<file path="src/rtl/wb_collector.sv">
// Writeback collector: buffers results from four functional-unit sources in
// per-source FIFOs and drains them round-robin onto NR_WB_PORTS scoreboard
// write ports. Optional same-cycle bypass: define WB_COLLECTOR_BYPASS_EN.
module wb_collector #(
    parameter int unsigned XLEN          = 64,
    parameter int unsigned TRANS_ID_BITS = 3,
    parameter int unsigned NR_WB_PORTS   = 2,
    parameter int unsigned DEPTH         = 2
) (
    input  logic                             clk_i,
    input  logic                             rst_ni,
    input  logic                             flush_i,
    input  logic [3:0]                       in_valid_i,
    input  logic [4*TRANS_ID_BITS-1:0]       in_trans_id_i,
    input  logic [4*XLEN-1:0]                in_result_i,
    input  logic [3:0]                       in_ex_valid_i,
    input  logic [4*XLEN-1:0]                in_ex_cause_i,
    input  logic                             wb_ready_i,
    output logic [NR_WB_PORTS-1:0]           wb_valid_o,
    output logic [NR_WB_PORTS*TRANS_ID_BITS-1:0] wb_trans_id_o,
    output logic [NR_WB_PORTS*XLEN-1:0]      wb_result_o,
    output logic [NR_WB_PORTS-1:0]           wb_ex_valid_o,
    output logic [NR_WB_PORTS*XLEN-1:0]      wb_ex_cause_o,
    output logic                             overflow_o,
    output logic                             pending_o
);

    localparam int unsigned NSRC = 4;
    localparam int unsigned PW   = $clog2(DEPTH);
    localparam int unsigned CW   = $clog2(DEPTH) + 1;

    typedef struct packed {
        logic [TRANS_ID_BITS-1:0] trans_id;
        logic [XLEN-1:0]          result;
        logic                     ex_valid;
        logic [XLEN-1:0]          ex_cause;
    } entry_t;

    entry_t          mem_q    [NSRC][DEPTH];
    logic [PW-1:0]   rd_ptr_q [NSRC];
    logic [PW-1:0]   wr_ptr_q [NSRC];
    logic [CW-1:0]   cnt_q    [NSRC];
    logic [1:0]      rr_q;
    logic            overflow_q;

    entry_t          in_entry [NSRC];
    entry_t          head     [NSRC];
    logic [NSRC-1:0] eligible;
    logic [NSRC-1:0] taken;
    logic [NSRC-1:0] pop;
    logic [NSRC-1:0] push;
    logic [NSRC-1:0] drop;
    logic [NSRC-1:0] bypass_take;
    logic [NR_WB_PORTS-1:0] port_vld;
    logic [1:0]      port_src [NR_WB_PORTS];
    logic [1:0]      last_grant;
    logic            deq_any;

    // Unpack flat per-source input buses into entries
    always_comb begin
        for (int s = 0; s < NSRC; s++) begin
            in_entry[s].trans_id = in_trans_id_i[s*TRANS_ID_BITS +: TRANS_ID_BITS];
            in_entry[s].result   = in_result_i[s*XLEN +: XLEN];
            in_entry[s].ex_valid = in_ex_valid_i[s];
            in_entry[s].ex_cause = in_ex_cause_i[s*XLEN +: XLEN];
        end
    end

    // FIFO heads and grant eligibility (optionally the live input when empty)
    always_comb begin
        for (int s = 0; s < NSRC; s++) begin
            head[s]     = mem_q[s][rd_ptr_q[s]];
            eligible[s] = (cnt_q[s] != '0);
`ifdef WB_COLLECTOR_BYPASS_EN
            if (cnt_q[s] == '0) begin
                head[s]     = in_entry[s];
                eligible[s] = in_valid_i[s] && rst_ni;
            end
`endif
        end
    end

    // Round-robin selection of up to NR_WB_PORTS distinct sources from rr_q
    always_comb begin
        logic [1:0] src;
        src        = '0;
        taken      = '0;
        last_grant = rr_q;
        for (int k = 0; k < NR_WB_PORTS; k++) begin
            port_vld[k] = 1'b0;
            port_src[k] = '0;
            // Descending scan so the lowest offset from rr_q wins
            for (int i = NSRC - 1; i >= 0; i--) begin
                src = rr_q + 2'(i);
                if (eligible[src] && !taken[src]) begin
                    port_vld[k] = 1'b1;
                    port_src[k] = src;
                end
            end
            if (port_vld[k]) begin
                taken[port_src[k]] = 1'b1;
                last_grant         = port_src[k];
            end
        end
        deq_any = wb_ready_i && !flush_i && (|port_vld);
    end

    // Drive write ports from the granted heads; flush forces them idle
    always_comb begin
        wb_valid_o    = '0;
        wb_trans_id_o = '0;
        wb_result_o   = '0;
        wb_ex_valid_o = '0;
        wb_ex_cause_o = '0;
        for (int k = 0; k < NR_WB_PORTS; k++) begin
            if (port_vld[k] && !flush_i) begin
                wb_valid_o[k]                                  = 1'b1;
                wb_trans_id_o[k*TRANS_ID_BITS +: TRANS_ID_BITS] = head[port_src[k]].trans_id;
                wb_result_o[k*XLEN +: XLEN]                    = head[port_src[k]].result;
                wb_ex_valid_o[k]                               = head[port_src[k]].ex_valid;
                wb_ex_cause_o[k*XLEN +: XLEN]                  = head[port_src[k]].ex_cause;
            end
        end
    end

    // Per-source push/pop/drop decisions; a full FIFO accepts if it pops
    always_comb begin
        for (int s = 0; s < NSRC; s++) begin
            bypass_take[s] = 1'b0;
            pop[s]         = taken[s] && wb_ready_i && !flush_i && (cnt_q[s] != '0);
`ifdef WB_COLLECTOR_BYPASS_EN
            bypass_take[s] = taken[s] && wb_ready_i && !flush_i && (cnt_q[s] == '0);
`endif
            push[s] = in_valid_i[s] && !flush_i && !bypass_take[s]
                      && ((cnt_q[s] != CW'(DEPTH)) || pop[s]);
            drop[s] = in_valid_i[s] && !flush_i && !bypass_take[s]
                      && (cnt_q[s] == CW'(DEPTH)) && !pop[s];
        end
    end

    // Pointer, count, round-robin and sticky overflow state
    always_ff @(posedge clk_i or negedge rst_ni) begin
        if (!rst_ni) begin
            rr_q       <= '0;
            overflow_q <= 1'b0;
            for (int s = 0; s < NSRC; s++) begin
                rd_ptr_q[s] <= '0;
                wr_ptr_q[s] <= '0;
                cnt_q[s]    <= '0;
            end
        end else if (flush_i) begin
            rr_q       <= '0;
            overflow_q <= 1'b0;
            for (int s = 0; s < NSRC; s++) begin
                rd_ptr_q[s] <= '0;
                wr_ptr_q[s] <= '0;
                cnt_q[s]    <= '0;
            end
        end else begin
            if (deq_any) begin
                rr_q <= last_grant + 2'd1;
            end
            if (|drop) begin
                overflow_q <= 1'b1;
            end
            for (int s = 0; s < NSRC; s++) begin
                if (pop[s]) begin
                    rd_ptr_q[s] <= rd_ptr_q[s] + PW'(1);
                end
                if (push[s]) begin
                    wr_ptr_q[s] <= wr_ptr_q[s] + PW'(1);
                end
                cnt_q[s] <= cnt_q[s] + CW'(push[s]) - CW'(pop[s]);
            end
        end
    end

    // FIFO storage; contents are don't-care while the count is zero
    always_ff @(posedge clk_i) begin
        for (int s = 0; s < NSRC; s++) begin
            if (push[s]) begin
                mem_q[s][wr_ptr_q[s]] <= in_entry[s];
            end
        end
    end

    // Status outputs
    always_comb begin
        overflow_o = overflow_q;
        pending_o  = 1'b0;
        for (int s = 0; s < NSRC; s++) begin
            if (cnt_q[s] != '0) begin
                pending_o = 1'b1;
            end
        end
    end

endmodule

</file>
<file path="config.mk">
export PLATFORM = sky130hd
export DESIGN_NAME = wb_collector
export DESIGN_NICKNAME = d
export VERILOG_FILES = /design/src/rtl/wb_collector.sv
export SDC_FILE = /design/constraint.sdc
export NUM_CORES = 1
export LEC_CHECK = 0
export BUFFER_PORTS_ARGS = -buffer_cell sky130_fd_sc_hd__buf_2
export CAP_MARGIN = 25
export CORE_MARGIN = 2
export CORE_UTILIZATION = 40
export CTS_BUF_LIST = sky130_fd_sc_hd__clkbuf_4
export CTS_CLUSTER_DIAMETER = 150
export CTS_CLUSTER_SIZE = 30
export DETAILED_ROUTE_END_ITERATION = 6
export GPL_TIMING_DRIVEN = 1
export SYNTH_ARGS = -nofsm -noshare
export SYNTH_HDL_FRONTEND = slang
export SYNTH_SLANG_ARGS = --single-unit
</file>
<file path="constraint.sdc">
create_clock -name clk_i -period 11 [get_ports clk_i]
set_clock_uncertainty 0.05 [all_clocks]
set_input_delay 1.1 -clock clk_i [delete_from_list [all_inputs] [get_ports clk_i]]
set_output_delay 1.1 -clock clk_i [all_outputs]
set_load 0.02 [all_outputs]
</file>
==> out/summary.md, run 1 <==
### GRT
- number of global-route vias before repair: 28900
- first-pass GRT wire length: 207 mm
- initial antenna violation count: 90
- Tot GR Track Use: 23.3%
- global-route congestion overflow total: 0
- largest net degree at the start of global routing: 133

### Synth
- leading register cell type out of synthesis: edfxtp_1
- average cell area after synthesis: 16.6 sq um
- synthesized-area fraction occupied by and/or/nand/nor cells: 2.84%
- library cells used by synthesis: 59
- most area-hungry cell type in the Yosys netlist: edfxtp_1
- area share of xor/xnor cells in the synthesized design: 0.275%
- largest cells by area after synthesis: edfxtp_1, mux2_2, mux2i_1
- post-synthesis compound-gate area fraction: 6.14%
- count of flip-flops with a built-in enable after synthesis: 1056
- area fraction of the dominant cell type after synthesis: 66.3%
- share of the yosys chip area belonging to registers: 67.3%
- top cell types by occurrence after synthesis: edfxtp_1, mux2_2, mux2i_1
- cell area after technology mapping: 0.0478 sq mm
- main combinational cell family by area after synthesis: multiplexers
- fraction of registers with async set/reset: 1.77%
- area share of fa/ha/maj cells after synthesis: 0.251%
- Cells after Synth: 2882
- Synth Net Count: 3426
- register bit count reported by yosys: 1075
- proportion of synthesized area in mux cells: 20.7%
- Synth warnings: 0
- most common cell in the synthesized netlist: edfxtp_1

### Drt
- Via density: 5.61
- met2 WL post-DR: 73.1 mm
- post-route ant nets: 0
- average wire per cell in the routed design: 28.6 um
- metal3 WL: 9.43 mm
- total routed wirelength: 148 mm
- total number of vias: 29000
- number of DRC markers in iteration 0: 2349
- wire length the detailed router placed on met1: 60.2 mm
- number of DRC violations after detailed routing: 0
- number of iterations in the first detailed-routing pass: 5
- highest routed metal layer: met5

### Floorplan
- Die Area: 0.122 sq mm
- standard-cell row count: 126
- initial core utilization: 40.4%
- io pins: 804
- Die Ht: 350 um
- core region area: 0.118 sq mm
- Die Wd: 350 um

### Cells and area
- final std cell area, no fill: 0.0537 sq mm
- area growth from synthesis to final layout: 12.4%
- net total in the final layout: 4125
- count of fill cells added during filler insertion: 10600
- Finished Core Util: 45.4%
- share of post-route cells with drive strength above 1: 43.1%
- multi-input logic area: 0.0146 sq mm
- combined flip-flop and latch cell area: 0.0322 sq mm

### STA
- worst-case headroom to the max-slew limit: 23.8%
- Final setup violation count: 0
- transition time at the pin with the least slew margin: 1.14 ns
- total negative slack: 0 ns
- final worst slack: 4.62 ns
- final-report max-slew violation count: 0
- unrepaired setup endpoints after global routing: false
- final count of hold timing violations: 0
- fraction of the cycle the final worst path needs: 58.0%
- highest clock frequency the design can meet: 157 MHz
- time the worst path needs with I/O delays and setup: 6.38 ns

### Clock network
- Clock Tree Root: clkbuf_4
- number of buffers on the longest clock path: 3
- clock transition at the registers of the reported paths: 0.32 ns
- CTS tree: built
- total number of clock tree sinks: 1075
- Clock Latency Late Sink: 1.00 ns
- number of buffers created by CTS: 41
- number of levels the H-tree was split into: 2

### Pwr
- power after layout: 0.0113 W
- PD cells: 210 mW/mm^2
- VDD IR-drop max: 0.328 mV
- Leak Pwr: 18.9 nW

### Critical path
- Worst Path Buf+Inv: 3
- worst setup path category: flop to output pin
- delay-heaviest family, CP: buffers and inverters
- CP Capture Type: output pin
- CP required: 9.85 ns
- startpoint type of the worst setup path: flop
- cell count of the worst reg-to-reg path: 8
- CP Max Fanout: 112
- highest cell delay on the worst timing path: 0.68 ns
- WP data arrival: 5.23 ns
- Crit-path slowest cell: buf_4
- Stages on worst setup path: 9
- CP cell instances: or2_2 -> a21oi_1 -> o21ai_0 -> a21oi_4 -> buf_4 -> buf_12 -> mux2i_1 -> o22ai_1 -> buf_2

### Place
- standard cell area after detailed placement: 0.0532 sq mm
- final weighted congestion of routability-driven global placement: 0.878
- hpwl dp: 95.8 mm
- Place WS: 5.73 ns
- # port buffers: 803

### Status
- result of the run: finished, final reports clean

### Flow run
- Maximum Capacitance Violations: 0

### Worst hold path
- class of the tightest hold or removal check: input pin to flop
- hold depth: 1

## routing by layer
layer | up-vias | track usage, %
li1 | 12700 | -
met1 | 14900 | 29.7
met2 | 1084 | 39.3
met3 | 252 | 4.36
met4 | 60 | 8.91
met5 | - | 0
## registers in the layout, indices dropped and copies added, names as in the netlist
name / count
cnt_q: 8
mem_q: 1056
overflow_o: 1
rd_ptr_q: 4
rr_q: 2
wr_ptr_q: 4
## power by group
group          switching [W]  total (W)  internal [W]  leakage, nW
clock                0.00114    0.00137      0.000228        0.245
sequential          0.000125    0.00496       0.00483         9.94
combinational        0.00320    0.00496       0.00176         8.73
total                0.00447     0.0113       0.00683         18.9
## layout by cell type, fill, tap and decap left out, types with 10 or more instances in the layout
cell,instances
o32ai_1,52
clkbuf_4,50
mux2i_1,397
dfrtp_1,15
buf_4,47
mux2_2,528
o21ai_0,10
nor2_1,287
xnor2_1,11
edfxtp_1,1056
buf_2,803
o22ai_1,134
inv_1,10
o32ai_2,80
diode_2,52
## kinds of logic (layout without fill, tap and decap cells)
family / count (synthesis) / count (layout)
other cells: 0 / 52
mux: 925 / 925
xor+xnor: 15 / 15
simple gates: 335 / 335
buf+inv: 210 / 917
fa+ha+maj: 10 / 10
compound gates: 312 / 312
flops: 1075 / 1075
## stage by stage
step                      hold WS (ns)  instances
after floorplan                  0.526       2882
after global placement           0.488       5073
after detailed placement         0.502       5073
after CTS                       0.0210       5125
after global routing            0.0632       5167
final                            0.186       5177
## area by class of cell
cell class	count	share of cell area, %
clock inverters	1	0.0559
well taps	1536	3.58
diodes	52	0.242
clock buffers	50	0.699
repair buffers	855	8.30
inverters	11	0.0768
multi-input cells	1597	27.1
flip-flops and latches	1075	59.9
## repair_timing
| item | in CTS | in global routing |
|---|---|---|
| hold endpoints to repair | 19 | 0 |
| buffers inserted | 0 | 0 |
| resized for setup | 0 | 0 |
| hold buffers | 1 | 0 |
## worst paths after layout
path	startpoint	slack, ns	endpoint
max in group asynchronous	rst_ni	9.99	rd_ptr_q[0]
worst max register to register	cnt_q[1]	6.14	mem_q[1][89]
min in group asynchronous	rst_ni	0.54	wr_ptr_q[2]
worst max-delay path	cnt_q[7]	4.62	wb_result_o[39]
worst min register to register	overflow_o	0.56	overflow_o
worst min-delay path	in_result_i[163]	0.19	mem_q[2][100]
(Power assumes the default switching activity.)
==> inputs of run 2 (changes only) <==
- clock period: 11 -> 6.55 ns (I/O delays scaled with it)
==> run 2 against run 1 <==
  * Register-to-register slack got worse by 3.7 ns
  * First-iteration DRC count increased by 11%
  * Die area unchanged
  * Count of clock-buffer cells in the layout decreased by 1
  * Final cell count increased by 9.9%
  * Non-clock buffer count increased by 535
  * Via count increased by 8.2%
  * Worst setup slack got worse by 3.7 ns
  * Utilization increased by 4.8 points
  * Critical path depth decreased by 1
  * Largest power group is now combinational logic
==> out/summary.md, run 2 (same netlist as run 1, synthesis figures left out) <==
### Cells and area
- commonest non-fill, non-tap cell in the layout: edfxtp_1
- net total in the final layout: 4660
- share of post-route cells with drive strength above 1: 37.4%
- area growth from synthesis to final layout: 24.1%
- final std cell area, no fill: 0.0594 sq mm
- commonest non-fill, non-tap cells in the layout: edfxtp_1, buf_2, dlygate4sd3_1
- count of fill cells added during filler insertion: 10200
- Largest register FFs: 1056
- Finished Core Util: 50.2%

### Place
- standard cell area after detailed placement: 0.0535 sq mm
- Place WS: 2.20 ns
- final weighted congestion of routability-driven global placement: 0.848
- # port buffers: 803
- hpwl dp: 96.0 mm

### Worst hold path
- hold depth: 3
- class of the tightest hold or removal check: input pin to flop
- Hold Crit Endpoint: wr_ptr_q[3]
- startpoint of the most critical hold path: in_valid_i[0]

### Critical path
- WP data arrival: 4.89 ns
- CP cell instances: nor2_1 -> nand3_1 -> a31oi_2 -> a211oi_2 -> nand2b_4 -> buf_12 -> o32ai_1 -> buf_2
- CP required: 5.84 ns
- delay-heaviest family, CP: simple AND/OR/NAND/NOR gates
- worst flop-to-flop path endpoint: mem_q[2][105]
- startpoint type of the worst setup path: flop
- setup slack of the worst register-to-register path: 2.48 ns
- Worst Path Buf+Inv: 2
- CP Capture Type: output pin
- worst setup path category: flop to output pin
- cell count of the worst reg-to-reg path: 8
- CP Max Fanout: 50
- Reg2Reg Launch Point: cnt_q[7]
- Crit-path slowest cell: nor2_1
- highest cell delay on the worst timing path: 0.62 ns

### GRT
- Tot GR Track Use: 24.2%
- global-route layer with the greatest usage: met2
- GR met2 Demand/Resource: 42.5%
- number of global-route vias before repair: 32600
- met3 Track Usage GR: 4.22%
- largest net degree at the start of global routing: 133
- global-route track usage on met1: 29.9%
- first-pass GRT wire length: 218 mm
- global-route congestion overflow total: 0
- initial antenna violation count: 28

### Pwr
- VDD IR-drop max: 0.281 mV
- Leak Pwr: 21.3 nW
- power after layout: 0.0194 W
- PD cells: 328 mW/mm^2

### Floorplan
- core region area: 0.118 sq mm
- initial core utilization: 40.4%
- Die Area: 0.122 sq mm
- io pins: 804
- Die Wd: 350 um
- Die Ht: 350 um
- standard-cell row count: 126

### Drt
- number of iterations in the first detailed-routing pass: 5
- number of DRC violations after detailed routing: 0
- total number of vias: 31400
- number of DRC markers in iteration 0: 2616
- post-route ant nets: 0
- average wire per cell in the routed design: 26.9 um
- Via density: 5.53
- total routed wirelength: 153 mm

### Clock network
- Clock Latency Late Sink: 1.03 ns
- number of buffers on the longest clock path: 3
- Clock Tree Root: clkbuf_4
- CTS tree: built
- clock transition at the registers of the reported paths: 0.29 ns
- number of gates resized after cts: 0
- number of buffers created by CTS: 41
- number of levels the H-tree was split into: 2
- total number of clock tree sinks: 1075

### STA
- post-route worst hold slack: 0.203 ns
- fraction of the cycle the final worst path needs: 85.4%
- final-report max-slew violation count: 0
- time the worst path needs with I/O delays and setup: 5.60 ns
- worst-case headroom to the max-slew limit: 31.8%
- unrepaired setup endpoints after global routing: false
- transition time at the pin with the least slew margin: 1.02 ns
- final count of hold timing violations: 0
- final worst slack: 0.955 ns
- Final setup violation count: 0
- highest clock frequency the design can meet: 179 MHz

### Status
- result of the run: finished, final reports clean

### Flow run
- Maximum Capacitance Violations: 0

run 2: cell types whose count changed in the layout (fill, tap and decap cells not counted), sizes merged:
cell / delta
dlygate4sd3: +537
diode: -23
buf: -2
clkbuf: -1
run 2: area by class of cell:
type	count	area, sq um	area share (%)
sequential	1075	32200	54.2
clock buffer	49	368	0.620
clock inverter	1	30.0	0.0506
timing repair buffer	1390	10200	17.1
multi-input combinational	1597	14600	24.5
antenna	29	72.6	0.122
tap	1536	1920	3.24
inverter	11	41.3	0.0696
run 2: layer usage:
| metal | up-vias | share of wire, % |
|---|---|---|
| li1 | 13800 | - |
| met1 | 16000 | 40 |
| met2 | 1319 | 50 |
| met3 | 276 | 6.4 |
| met4 | 20 | 3.5 |
| met5 | - | 0.082 |
run 2: how the worst max path moves through the flow:
| stage | to | slack (ns) | from | cells past startpoint |
|---|---|---|---|---|
| 3_5_place_dp | wb_ex_cause_o[98] | 2.20 | cnt_q[7] | 8 |
| 3_3_place_gp | wb_ex_cause_o[98] | 2.22 | cnt_q[1] | 8 |
| 5_1_grt | wb_ex_cause_o[98] | 0.72 | cnt_q[7] | 8 |
| 4_1_cts | wb_ex_cause_o[98] | 0.90 | cnt_q[7] | 8 |
| 2_1_floorplan | mem_q[1][0] | -1.54 | cnt_q[7] | 7 |
| 6_report | wb_ex_cause_o[98] | 0.95 | cnt_q[7] | 8 |
run 2: worst register-to-register path, cell delays in order (launching register included):
cell       delay (ns)
dfrtp_1          0.54
nor2_1           0.62
a2111oi_0        0.24
a311oi_1         0.59
o21ai_1          0.22
or2_1            0.33
nor2_4           0.10
buf_4            0.38
buf_4            0.64
run 2: through the flow:
step / instances / TNS (ns)
finish: 5688 / 0
global route: 5680 / 0
CTS: 5659 / 0
detailed placement: 5071 / 0
global placement: 5070 / 0
floorplan: 2882 / -406.28
run 2: timing repair:
| item | CTS | global route |
|---|---|---|
| setup buffers | 0 | 0 |
| hold buffers | 538 | 0 |
| endpoints found under the hold margin | 1094 | 0 |
run 2: power by group:
group	switching, W	internal (W)
clock network	0.00193	0.000377
logic	0.00559	0.00324
registers	0.000192	0.00812
total	0.00771	0.0117
==> inputs of run 3 (changes only) <==
--- a/config.mk
+++ b/config.mk
@@ -16,2 +16,3 @@
 export GPL_TIMING_DRIVEN = 1
+export RECOVER_POWER = 50
 export SYNTH_ARGS = -nofsm -noshare
--- a/constraint.sdc
+++ b/constraint.sdc
@@ -4,2 +4,2 @@
 set_output_delay 0.655 -clock clk_i [all_outputs]
-set_load 0.02 [all_outputs]
+set_load 0.05 [all_outputs]
==> run 3 against run 2 <==
  * Hold slack worse by 0.094 ns
  * Sequential cell count unchanged
  * Register-to-register slack got worse by 1.6 ns
  * Utilization down 0.45 points
  * Worst setup slack worse by 0.36 ns
  * Fmax is 6.0% lower
  * Sequential share of layout area up 0.49 points
  * Sequential power is essentially flat
  * Die area unchanged
  * Via count fell by 0.19%
  * Total power grew 8.3%
  * The flow now finishes with violations (capacitance limit, slew limit)
  * Largest power group unchanged
==> out/summary.md, run 3 (same netlist as run 1, synthesis figures left out) <==
### STA
- time the worst path needs with I/O delays and setup: 5.95 ns
- Final setup violation count: 0
- transition time at the pin with the least slew margin: 3.59 ns
- fraction of the cycle the final worst path needs: 90.9%
- highest clock frequency the design can meet: 168 MHz
- unrepaired setup endpoints after global routing: false
- final count of hold timing violations: 0
- worst-case headroom to the max-slew limit: -139%
- final-report max-slew violation count: 280

### Drt
- number of DRC markers in iteration 0: 2428
- post-route ant nets: 0
- number of DRC violations after detailed routing: 0
- number of iterations in the first detailed-routing pass: 5
- total number of vias: 31400
- Via density: 5.51
- average wire per cell in the routed design: 27.0 um
- total routed wirelength: 154 mm

### Critical path
- CP Max Fanout: 76
- highest cell delay on the worst timing path: 0.80 ns
- CP cell instances: nor4_1 -> o2111ai_1 -> o211ai_1 -> and2_4 -> buf_12 -> nor2_1 -> o32ai_1 -> buf_2
- Worst Path Buf+Inv: 2
- worst flop-to-flop path endpoint: mem_q[0][204]
- CP Capture Type: output pin
- setup slack of the worst register-to-register path: 0.92 ns
- WP data arrival: 5.25 ns
- CP required: 5.84 ns
- Crit-path slowest cell: nor4_1
- cell count of the worst reg-to-reg path: 6
- worst setup path category: flop to output pin
- startpoint type of the worst setup path: flop
- Reg2Reg Launch Point: cnt_q[1]
- delay-heaviest family, CP: simple AND/OR/NAND/NOR gates

### GRT
- Tot GR Track Use: 24.3%
- global-route congestion overflow total: 0
- largest net degree at the start of global routing: 92
- first-pass GRT wire length: 218 mm
- number of global-route vias before repair: 32700
- initial antenna violation count: 25

### Status
- violated checks: capacitance limit, slew limit
- result of the run: complete, but fails checks

### Clock network
- number of gates resized after cts: 0
- post-CTS setup buffer count: 0
- number of levels the H-tree was split into: 2
- clock transition at the registers of the reported paths: 0.31 ns
- CTS tree: built
- number of buffers created by CTS: 42
- Clock Tree Root: clkbuf_4
- Clock Latency Late Sink: 1.02 ns
- number of buffers on the longest clock path: 3
- total number of clock tree sinks: 1075
- number of buffers inserted for hold repair after clock tree synthesis: 537

### Pwr
- PD cells: 358 mW/mm^2
- Cell Int Power: 0.0117 W
- power after layout: 0.0211 W
- Leak Pwr: 20.3 nW
- fraction of power consumed by sequential logic: 39.6%
- VDD IR-drop max: 0.312 mV
- Clk pwr share: 11.2%
- net switching power of the design: 0.00935 W
- Comb power frac: 49.3%
- net switching share of the total power: 44.4%

### Floorplan
- core region area: 0.118 sq mm
- Die Ht: 350 um
- standard-cell row count: 126
- Die Wd: 350 um
- Die Area: 0.122 sq mm
- io pins: 804
- initial core utilization: 40.4%

### Worst hold path
- hold depth: 3
- startpoint of the most critical hold path: in_valid_i[0]
- Hold Crit Endpoint: wr_ptr_q[3]
- class of the tightest hold or removal check: input pin to flop

### Cells and area
- area growth from synthesis to final layout: 23.0%
- net total in the final layout: 4667
- Finished Core Util: 49.8%
- final std cell area, no fill: 0.0588 sq mm
- commonest non-fill, non-tap cells in the layout: edfxtp_1, dlygate4sd3_1, mux2_2
- share of post-route cells with drive strength above 1: 28.6%
- commonest non-fill, non-tap cell in the layout: edfxtp_1
- Largest register FFs: 1056
- non-filler instance count after layout: 5696

### Place
- standard cell area after detailed placement: 0.0535 sq mm
- # port buffers: 803
- number of instances in the placed design: 5077
- final weighted congestion of routability-driven global placement: 0.853
- hpwl dp: 97.3 mm

### Flow run
- Maximum Capacitance Violations: 6

-- run 3: layout make-up --
cell class / count / area (sq um)
Fill cell: 10400 / 59400
Sequential cell: 1075 / 32200
Multi-Input combinational cell: 1597 / 14500
Timing Repair Buffer: 1396 / 9630
Tap cell: 1536 / 1920
Clock buffer: 53 / 398
Antenna cell: 26 / 65.1
Inverter: 11 / 41.3
Clock inverter: 2 / 40.0
-- run 3: worst max path at each step --
stage,start,endpoint,slack (ns),depth (start not counted)
finish,cnt_q[1],wb_ex_cause_o[98],0.60,8
global route,cnt_q[1],wb_ex_cause_o[98],0.35,8
CTS,cnt_q[7],wb_ex_cause_o[98],0.67,8
detailed placement,cnt_q[7],wb_ex_cause_o[98],1.94,8
global placement,cnt_q[7],wb_ex_cause_o[98],2.04,8
floorplan,cnt_q[7],mem_q[1][0],-1.54,7
-- run 3: power by group through the flow --
| stage | Clock [W] | Combinational, W | Sequential, W |
|---|---|---|---|
| after floorplan | 0 | 0.00731 | 0.00843 |
| after global placement | 0 | 0.0101 | 0.00846 |
| after detailed placement | 0 | 0.0101 | 0.00848 |
| after CTS | 0.00244 | 0.0104 | 0.00832 |
| after global routing | 0.00262 | 0.0108 | 0.00838 |
| final | 0.00235 | 0.0104 | 0.00833 |
-- run 3: layer usage --
layer  up-vias  wire length [um]  track usage, %
met5         -                57               0
met4        10              5270            8.51
met3       257              9790            3.94
met2      1259             77200            42.8
met1     16100             61700            30.2
li1      13800                 -               -
-- run 3: through the flow --
step,TNS [ns],hold WS [ns],setup WS [ns]
floorplan,-406.28,0.309,-1.54
global placement,0,0.528,2.04
detailed placement,0,0.531,1.94
CTS,0,0.0129,0.665
global route,0,0.0449,0.347
finish,0,0.109,0.597
-- run 3: tightest hold or removal path: cells and delay by family --
kind | cells | cell delay [ns]
compound gates | 2 | 0.41
buf+inv | 1 | 0.12
